### config.mk
export PLATFORM = sky130hd
export DESIGN_NAME = word_to_byte_unpack_fsm
export DESIGN_NICKNAME = d
export VERILOG_FILES = /design/src/rtl/unpack_pkg.sv /design/src/rtl/ram_dp_async_read.sv /design/src/rtl/word_to_byte_unpack_fsm.sv
export SDC_FILE = /design/constraint.sdc
export NUM_CORES = 1
export LEC_CHECK = 0
export ABC_CLOCK_PERIOD_IN_PS = 2700
export CAP_MARGIN = 20
export CORE_UTILIZATION = 64
export CTS_BUF_LIST = sky130_fd_sc_hd__clkbuf_8
export DETAILED_ROUTE_END_ITERATION = 16
export HOLD_SLACK_MARGIN = 0.02
export PLACE_DENSITY = 0.79
export SYNTH_ARGS = -nofsm -noshare
export SYNTH_HDL_FRONTEND = slang
export SYNTH_SLANG_ARGS = --single-unit
### constraint.sdc
create_clock -name clk -period 2.7 [get_ports clk]
set_input_delay 0.405 -clock clk [delete_from_list [all_inputs] [get_ports clk]]
set_output_delay 0.405 -clock clk [all_outputs]
set_load 0.03 [all_outputs]
### src/rtl/unpack_pkg.sv
// Shared constants for the word-to-byte unpacker: data widths and one-hot FSM state encoding.
package unpack_pkg;
  localparam int BYTE_W = 8;
  localparam int WORD_W = 16;

  typedef enum logic [4:0] {
    IDLE      = 5'b00001,
    READ_WORD = 5'b00010,
    WRITE_LO  = 5'b00100,
    WRITE_HI  = 5'b01000,
    DONE      = 5'b10000
  } state_t;
endpackage

### src/rtl/ram_dp_async_read.sv
// Dual-port RAM: synchronous write port, asynchronous read port, contents not reset.
module ram_dp_async_read #(
  parameter int WIDTH = 8,
  parameter int DEPTH = 16
) (
  input  logic                     clk,
  input  logic                     i_we,
  input  logic [$clog2(DEPTH)-1:0] i_waddr,
  input  logic [WIDTH-1:0]         i_wdata,
  input  logic [$clog2(DEPTH)-1:0] i_raddr,
  output logic [WIDTH-1:0]         o_rdata
);
  logic [WIDTH-1:0] r_mem [DEPTH];

  always_ff @(posedge clk) begin
    if (i_we) r_mem[i_waddr] <= i_wdata;
  end

  assign o_rdata = r_mem[i_raddr];
endmodule

### src/rtl/word_to_byte_unpack_fsm.sv
// Reads IN_DEPTH 16-bit words and writes them as byte pairs into a 2*IN_DEPTH x 8 RAM,
// three cycles per word; start is ignored while busy and done holds until the next start.
module word_to_byte_unpack_fsm
  import unpack_pkg::*;
#(
  parameter int IN_DEPTH  = 16,
  parameter bit LSB_FIRST = 1'b1
) (
  input  logic                        clk,
  input  logic                        rst_n,
  input  logic                        ram_in_we,
  input  logic [$clog2(IN_DEPTH)-1:0] ram_in_addr_wr,
  input  logic [WORD_W-1:0]           ram_in_data_wr,
  input  logic [$clog2(IN_DEPTH):0]   ram_out_addr_rd,
  output logic [BYTE_W-1:0]           ram_out_data_rd,
  input  logic                        start_in,
  output logic                        busy_out,
  output logic                        done_out
);
  localparam int AW = $clog2(IN_DEPTH);

  state_t            r_state, w_state_nxt;
  logic [AW-1:0]     r_word_ptr, w_ptr_nxt;
  logic [WORD_W-1:0] r_word_buf, w_buf_nxt;
  logic              r_done, w_done_nxt;

  logic [AW-1:0]     w_in_raddr;
  logic [WORD_W-1:0] w_in_rdat;
  logic              w_out_we;
  logic [AW:0]       w_out_addr;
  logic [BYTE_W-1:0] w_out_dat;
  logic [BYTE_W-1:0] w_lo_byte, w_hi_byte;

  // Even address gets the low byte when LSB_FIRST, otherwise the high byte.
  assign w_lo_byte = LSB_FIRST ? r_word_buf[BYTE_W-1:0] : r_word_buf[WORD_W-1:BYTE_W];
  assign w_hi_byte = LSB_FIRST ? r_word_buf[WORD_W-1:BYTE_W] : r_word_buf[BYTE_W-1:0];

  always_ff @(posedge clk or negedge rst_n) begin
    if (!rst_n) begin
      r_state    <= IDLE;
      r_word_ptr <= '0;
      r_word_buf <= '0;
      r_done     <= 1'b0;
    end else begin
      r_state    <= w_state_nxt;
      r_word_ptr <= w_ptr_nxt;
      r_word_buf <= w_buf_nxt;
      r_done     <= w_done_nxt;
    end
  end

  always_comb begin
    w_state_nxt = r_state;
    w_ptr_nxt   = r_word_ptr;
    w_buf_nxt   = r_word_buf;
    w_done_nxt  = r_done;
    w_in_raddr  = '0;
    w_out_we    = 1'b0;
    w_out_addr  = '0;
    w_out_dat   = '0;
    unique case (r_state)
      IDLE: begin
        if (start_in) begin
          w_state_nxt = READ_WORD;
          w_ptr_nxt   = '0;
          w_done_nxt  = 1'b0;
        end
      end
      READ_WORD: begin
        // Async read: a same-edge host write to this address lands after capture.
        w_in_raddr  = r_word_ptr;
        w_buf_nxt   = w_in_rdat;
        w_state_nxt = WRITE_LO;
      end
      WRITE_LO: begin
        w_out_we    = 1'b1;
        w_out_addr  = {r_word_ptr, 1'b0};
        w_out_dat   = w_lo_byte;
        w_state_nxt = WRITE_HI;
      end
      WRITE_HI: begin
        w_out_we   = 1'b1;
        w_out_addr = {r_word_ptr, 1'b1};
        w_out_dat  = w_hi_byte;
        if (r_word_ptr == AW'(IN_DEPTH - 1)) begin
          w_state_nxt = DONE;
        end else begin
          w_ptr_nxt   = r_word_ptr + AW'(1);
          w_state_nxt = READ_WORD;
        end
      end
      DONE: begin
        w_done_nxt  = 1'b1;
        w_state_nxt = IDLE;
      end
      default: w_state_nxt = IDLE;
    endcase
  end

  assign busy_out = (r_state != IDLE);
  assign done_out = r_done;

  ram_dp_async_read #(.WIDTH(WORD_W), .DEPTH(IN_DEPTH)) u_ram_in (
    .clk     (clk),
    .i_we    (ram_in_we),
    .i_waddr (ram_in_addr_wr),
    .i_wdata (ram_in_data_wr),
    .i_raddr (w_in_raddr),
    .o_rdata (w_in_rdat)
  );

  ram_dp_async_read #(.WIDTH(BYTE_W), .DEPTH(2 * IN_DEPTH)) u_ram_out (
    .clk     (clk),
    .i_we    (w_out_we),
    .i_waddr (w_out_addr),
    .i_wdata (w_out_dat),
    .i_raddr (ram_out_addr_rd),
    .o_rdata (ram_out_data_rd)
  );
endmodule

==> out/results.txt, run 1 <==
Worst Path Class, Setup - register to output port
Dpl hpwl - 27600 microns
Minimum clock period - 2640 ps
Period utilization - 97.6%
Pre-CTS WS - -208 ps
FMAX - 379 MHz
Syn Nets - 1129
Yosys cell types - 53
Core Region - 32500 sq um
Filler cells - 1796
Max-cap violations - 0
GPL Wtd Cong - 0.800
Syn_area_per_cell - 19.2 sq um
Final cell count without fillers - 1769
Post-route cell area - 24200 sq um
Main flop type after synthesis - edfxtp_1
Ratio of cells with drive above 1 in the final layout - 27.2%
Clk_lat worst skew - 650 ps
Synth Register Bits - 538
Die X - 183 microns
Routed WL - 44300 microns
Total Routing Usage GR - 27.4%
TritonCTS clock tree - built
Sw Ratio - 23.1%
Peak VDD IR - 518 uV
Worst clock skew - 26.0 ps
Clk slew on worst S/H paths - 60 ps
RSZ-0062 raised after global routing - yes
Diode count - 0
Worst Hold Class - input pin to asynchronous set/reset pin
H-tree levels - 3
CP arrival - 2230 ps
DR iter-0 viols - 1114
Post-synthesis cell area - 21100 sq um
Pin count of the biggest net entering global routing - 33
Crit path capture type - output port
Initial antenna violation count - 0
FF-to-FF setup slack - 250 ps
Area after DPL - 22600 sq um
Routed Antenna Nets - 0
Via/cell ratio - 6.29
Area of the multi-input gates - 4810 sq um
Crit-path max FO - 1
CTS root buffer - clkbuf_8
Reg2reg end - r_word_buf[7]
Gr ovfl total - 0
Global-route wire length before repair - 67000 microns
RR Startpoint - r_state[2]
Largest buffer count on any clock path - 3
Die height - 183 microns
Vias - 11130
Int Power - 13.4 mW
Synth top area share - 73.0%
Worst slew margin - 47.9%
NetSw - 4.03 mW
Sequential cell area - 16000 sq um
Row count - 66
Remaining DRCs - 0
Clock power frac - 37.2%
Port-buffer cells - 38
Register area share after synthesis - 76.1%
Cell count after synthesis - 1099
Number of synthesized flops with an enable pin - 512
Nets@finish - 1295
Final setup vio count - 0
Reg power frac - 54.8%
Ranking of synthesized cells by area - edfxtp_1 (73%), mux4_2 (8.6%), mux2i_1 (3.3%)
R2R depth - 5
Pleak - 8.03 nW
Area growth, synth to finish - 15.0%
Worst Slack Setup Final - 64.3 ps
Pwr dens - 720 nW/um^2
Measured slew at the worst slew-check pin - 779 ps
Num CTS Buffers - 85
Vias in the first global route - 11453
Routed length per instance - 25.0 microns
Combinational group share of total power - 8.1%
Placed cell count - 1620
Initial Util - 64.9%
Postcts setup bufs - 0
Clock sink count - 538
# IOs - 39
Fin. max-slew vios - 0
Async SR Flop Fraction - 4.83%
Status - completed
Hold WS - 169 ps
CP required - 2300 ps
Die ar. - 33600 sq um
Ys Warns - 0
Setup crit start kind - register
Hold Vio Cnt, Final - 0
Cell taking the most area after synthesis - edfxtp_1
Drt first pass iters - 6
==> kinds of logic after synthesis <==
group                    Yosys count  synth area share, %
AO/OA/AOI/OAI                    144                 5.41
XOR/XNOR                           1               0.0416
adder cells (fa/ha/maj)            1               0.0594
buffers and inverters             68                 1.47
flip-flops                       538                 76.1
multiplexers                     172                 13.1
AND/OR/NAND/NOR                  175                 3.86
==> critical path: stages, from the launching register on <==
cell and delay, ps:
edfxtp_1 350, mux4_2 500, mux2i_1 220, a22o_1 240
a221oi_1 70, buf_4 210
==> stage by stage <==
stage          setup TNS (ps)  power [mW]  util (%)
2_1_floorplan               0        10.6         -
3_3_place_gp             -942        11.1      69.7
3_5_place_dp            -1000        11.1      69.7
4_1_cts                 -67.1        17.5      74.6
5_1_grt                 -13.2        18.0      74.6
6_report                    0        17.4      74.6
==> timing repair <==
item	4_1_cts	5_1_grt
pin swaps	2	1
resized for setup	38	3
endpoints found under the setup margin	8	3
hold buffers	0	0
==> routing by layer <==
metal | up-vias | global-route usage (%) | routed length (microns)
met5 | - | 0 | 0
met4 | 0 | 11.4 | 1380
met3 | 113 | 5.64 | 3170
met2 | 543 | 45.5 | 22500
met1 | 5615 | 35.8 | 17300
li1 | 4859 | - | -
==> cell type report <==
cell class,count,area share (%)
Inverter,6,0.0930
Sequential cell,538,66.2
Tap cell,442,2.28
Clock inverter,60,1.56
Multi-Input combinational cell,493,19.9
Clock buffer,89,5.06
Timing Repair Buffer,141,4.93
==> power by group through the flow <==
| stage | sequential [mW] | combinational [mW] | clock (mW) |
|---|---|---|---|
| 6_report | 9.55 | 1.41 | 6.48 |
| 5_1_grt | 9.56 | 1.52 | 6.94 |
| 3_5_place_dp | 9.71 | 1.41 | 0 |
| 4_1_cts | 9.54 | 1.42 | 6.59 |
| 2_1_floorplan | 9.62 | 0.940 | 0 |
| 3_3_place_gp | 9.69 | 1.37 | 0 |
==> cells in the mapped netlist, types with 4 or more instances <==
master / number
a22o_1: 16
buf_2: 16
o221ai_1: 6
nand2b_1: 9
o221a_2: 6
o211ai_1: 6
o21ai_0: 13
dfrtp_1: 25
or3_1: 8
nand3_1: 12
nand2_1: 45
mux2_2: 23
a221oi_1: 14
nor2b_1: 5
edfxtp_1: 512
clkbuf_1: 28
o2111ai_1: 10
o22ai_1: 10
o311ai_1: 15
nor2_1: 81
mux2i_1: 69
inv_1: 4
nor3_1: 4
a21oi_1: 23
buf_1: 12
o221ai_2: 4
a32oi_1: 10
mux4_2: 80
==> flip-flops by register name (all words and copies together), names as in the netlist <==
| signal | cells |
|---|---|
| u_ram_in.r_mem | 256 |
| r_word_ptr | 4 |
| r_word_buf | 16 |
| done_out | 1 |
| r_state | 5 |
| u_ram_out.r_mem | 256 |
==> worst max-delay path by stage <==
| stage | start | to | depth (start not counted) |
|---|---|---|---|
| final | u_ram_out.r_mem[3][6] | ram_out_data_rd[6] | 5 |
| after global routing | u_ram_out.r_mem[2][1] | ram_out_data_rd[1] | 5 |
| after CTS | u_ram_out.r_mem[2][1] | ram_out_data_rd[1] | 5 |
| after detailed placement | ram_out_addr_rd[0] | ram_out_data_rd[0] | 7 |
| after global placement | ram_out_addr_rd[0] | ram_out_data_rd[7] | 7 |
| after floorplan | ram_out_addr_rd[0] | ram_out_data_rd[6] | 6 |
==> placed cells by master, fill, tap and decap left out, drive strengths merged, types with 9 or more instances in the layout <==
cell type      count
o311ai            15
edfxtp           512
buf              114
nand3             12
a221oi            14
mux4              80
o221ai            10
dfrtp             25
o2111ai           10
inv               38
nand2             45
clkdlybuf4s50     26
o21ai             14
mux2i             69
o22ai             10
a22o              16
clkbuf            89
mux2              23
a32oi             10
clkinv            23
nor2              81
a21oi             23
nand2b             9
No activity file was read; power rests on OpenSTA's default activity.
==> run 2, diff against run 1 <==
--- a/config.mk
+++ b/config.mk
@@ -11,7 +11,9 @@
 export CTS_BUF_LIST = sky130_fd_sc_hd__clkbuf_8
 export DETAILED_ROUTE_END_ITERATION = 16
 export HOLD_SLACK_MARGIN = 0.02
+export MAX_ROUTING_LAYER = met4
 export PLACE_DENSITY = 0.79
 export SYNTH_ARGS = -nofsm -noshare
 export SYNTH_HDL_FRONTEND = slang
+export SYNTH_HIERARCHICAL = 1
 export SYNTH_SLANG_ARGS = --single-unit
==> out/results.txt, run 2 <==
Largest buffer count on any clock path - 3
Post-CTS Hold Fix Bufs - 0
Clock power frac - 38.5%
Peak VDD IR - 547 uV
Ranking of synthesized cells by area - edfxtp_1 (74%), mux4_2 (14%), dfrtp_1 (3.0%)
Worst clock skew - 19.1 ps
Initial antenna violation count - 1
Core Region - 31900 sq um
Post-synthesis cell area - 20900 sq um
Hold Vio Cnt, Final - 0
Yosys cell types - 42
# IOs - 39
Die height - 183 microns
Failing checks - negative setup slack
Worst Slack Setup Final - -193 ps
Post-route cell area - 24300 sq um
Num CTS Buffers - 84
CP dominant cell by count - mux4_2
Port-buffer cells - 38
Drt first pass iters - 6
GPL Wtd Cong - 0.893
CP arrival - 2490 ps
Crit-path cells - mux4_2 > mux4_2 > mux2_4 > buf_6
Vias - 10176
Number of synthesized flops with an enable pin - 512
Cell count after synthesis - 926
Die X - 183 microns
CP required - 2300 ps
Reg power frac - 55.2%
Most common cell after layout, fill and taps aside - edfxtp_1
Clk slew on worst S/H paths - 60 ps
Synth cell count leaders - edfxtp_1 (512), mux4_2 (134), nor2_1 (51)
Sw Ratio - 21.6%
Combinational group share of total power - 6.3%
Hold WS - 193 ps
Minimum clock period - 2890 ps
NetSw - 3.73 mW
Via/cell ratio - 6.30
Slowest stage delay, CP - 530 ps
Status - finished, violations left
Area after DPL - 22500 sq um
Setup crit start kind - register
FMAX - 346 MHz
Measured slew at the worst slew-check pin - 546 ps
Gr ovfl total - 0
R2R depth - 8
Synth top area share - 73.6%
Int Power - 13.5 mW
DR iter-0 viols - 1019
Row count - 65
Register area share after synthesis - 76.7%
Final setup vio count - 8
Clock sink count - 538
Worst slew margin - 63.5%
Setup TNS - -1260 ps
Ratio of cells with drive above 1 in the final layout - 34.8%
Ys Warns - 6
Pin count of the biggest net entering global routing - 33
Crit path capture type - output port
Routed length per instance - 26.3 microns
Remaining DRCs - 0
Crit-path max FO - 1
WP buf/inv - 1
Global-route wire length before repair - 63800 microns
Routed Antenna Nets - 0
Pleak - 8.16 nW
Max-cap violations - 0
Initial Util - 65.5%
Synth Register Bits - 538
Period utilization - 107%
Routed WL - 42500 microns
Area growth, synth to finish - 16.3%
Pwr dens - 709 nW/um^2
Most frequent cells in the layout - edfxtp_1 (512), mux4_2 (134), buf_4 (93), clkbuf_8 (90), nor2_1 (39)
Biggest regs - u_ram_in/r_mem: 256 flops, u_ram_out/r_mem: 256 flops, r_word_buf: 16 flops
Worst Hold Class - input pin to asynchronous set/reset pin
Dpl hpwl - 26600 microns
Clk_lat worst skew - 620 ps
Worst Path Class, Setup - register to output port
Die ar. - 33400 sq um
Syn Nets - 956
RR Startpoint - r_state[4]
Fin. max-slew vios - 0
H-tree levels - 3
Nets@finish - 1144
CP top delay family - multiplexers
Cell taking the most area after synthesis - edfxtp_1
TritonCTS clock tree - built
Top-count cell post-synth - edfxtp_1
Vias in the first global route - 10449
RSZ-0062 raised after global routing - yes
Syn_area_per_cell - 22.6 sq um
WP depth - 4
Async SR Flop Fraction - 4.83%
Critical path startpoint - u_ram_out/r_mem[29][0]
CTS root buffer - clkbuf_8
CP max stage cell - mux4_2
Total Routing Usage GR - 27.5%
Main flop type after synthesis - edfxtp_1
-- run 2: cell count changes in the layout (fill, tap and decap cells not counted), sizes merged, moves of 14 or more --
cell,delta
a221oi,-14
a21oi,-23
nand2,-25
a22oi,+31
o311ai,-15
mux2i,-69
o21ai,-14
nor2,-30
mux4,+64
-- run 2: through the flow --
stage | setup WS, ps | instances | power, mW | utilization [%]
2_1_floorplan | 111 | 926 | 10.3 | -
3_3_place_gp | -499 | 1453 | 10.7 | 70.7
3_5_place_dp | -515 | 1453 | 10.8 | 70.7
4_1_cts | -198 | 1606 | 17.3 | 75.9
5_1_grt | -226 | 1616 | 17.8 | 76.2
6_report | -193 | 1616 | 17.2 | 76.2
-- run 2: area by class of cell --
class                           instances  area, sq um
Inverter                                4         15.0
Clock buffer                           90         1240
Tap cell                              435          544
Sequential cell                       538        16000
Timing Repair Buffer                  148         1420
Fill cell                            1737         7570
Multi-Input combinational cell        338         4660
Antenna cell                            1         2.50
Clock inverter                         62          395
-- run 2: worst register-to-register path, stage by stage (launching register included) --
cell,delay [ps]
dfrtp_1,380
nor2_1,110
and3_2,240
and2_4,290
buf_12,210
mux4_1,580
a22oi_1,210
nand2_1,160
mux2_4,280
-- run 2: what timing repair did --
action / 4_1_cts / 5_1_grt
buffers inserted: 1 / 9
setup endpoints to repair: 12 / 9
gates resized for setup: 65 / 0
pin swaps: 1 / 0
-- run 2: worst paths after layout --
| check | endpoint | slack, ps |
|---|---|---|
| setup / recovery | ram_out_data_rd[0] | -190 |
| hold / removal | done_out | 190 |
| setup reg to reg | r_word_buf[11] | 120 |
| hold reg to reg | r_word_buf[0] | 490 |
| max in group asynchronous | r_state[0] | 2210 |
| min in group clk | r_word_buf[0] | 490 |
-- run 2: power by group through the flow --
| stage | logic [mW] | registers [mW] | clock network, mW |
|---|---|---|---|
| 2_1_floorplan | 0.706 | 9.64 | 0 |
| 3_3_place_gp | 1.04 | 9.67 | 0 |
| 3_5_place_dp | 1.07 | 9.68 | 0 |
| 4_1_cts | 1.09 | 9.51 | 6.74 |
| 5_1_grt | 1.16 | 9.52 | 7.08 |
| 6_report | 1.09 | 9.51 | 6.63 |
-- run 2: logic make-up after synthesis --
group / Yosys count / share of synthesized area (%)
compound gates: 48 / 1.77
xor+xnor: 1 / 0.0419
fa+ha+maj: 1 / 0.0599
buf+inv: 50 / 1.38
flops: 538 / 76.7
mux: 168 / 17.2
simple gates: 120 / 2.81
-- run 2: layer usage --
metal  wire length [microns]  vias up  track usage (%)
met5                       0        -                -
met4                    1200        0             9.61
met3                    3220       86             5.01
met2                   21500      510             43.8
met1                   16600     5264             36.5
li1                        -     4316                -
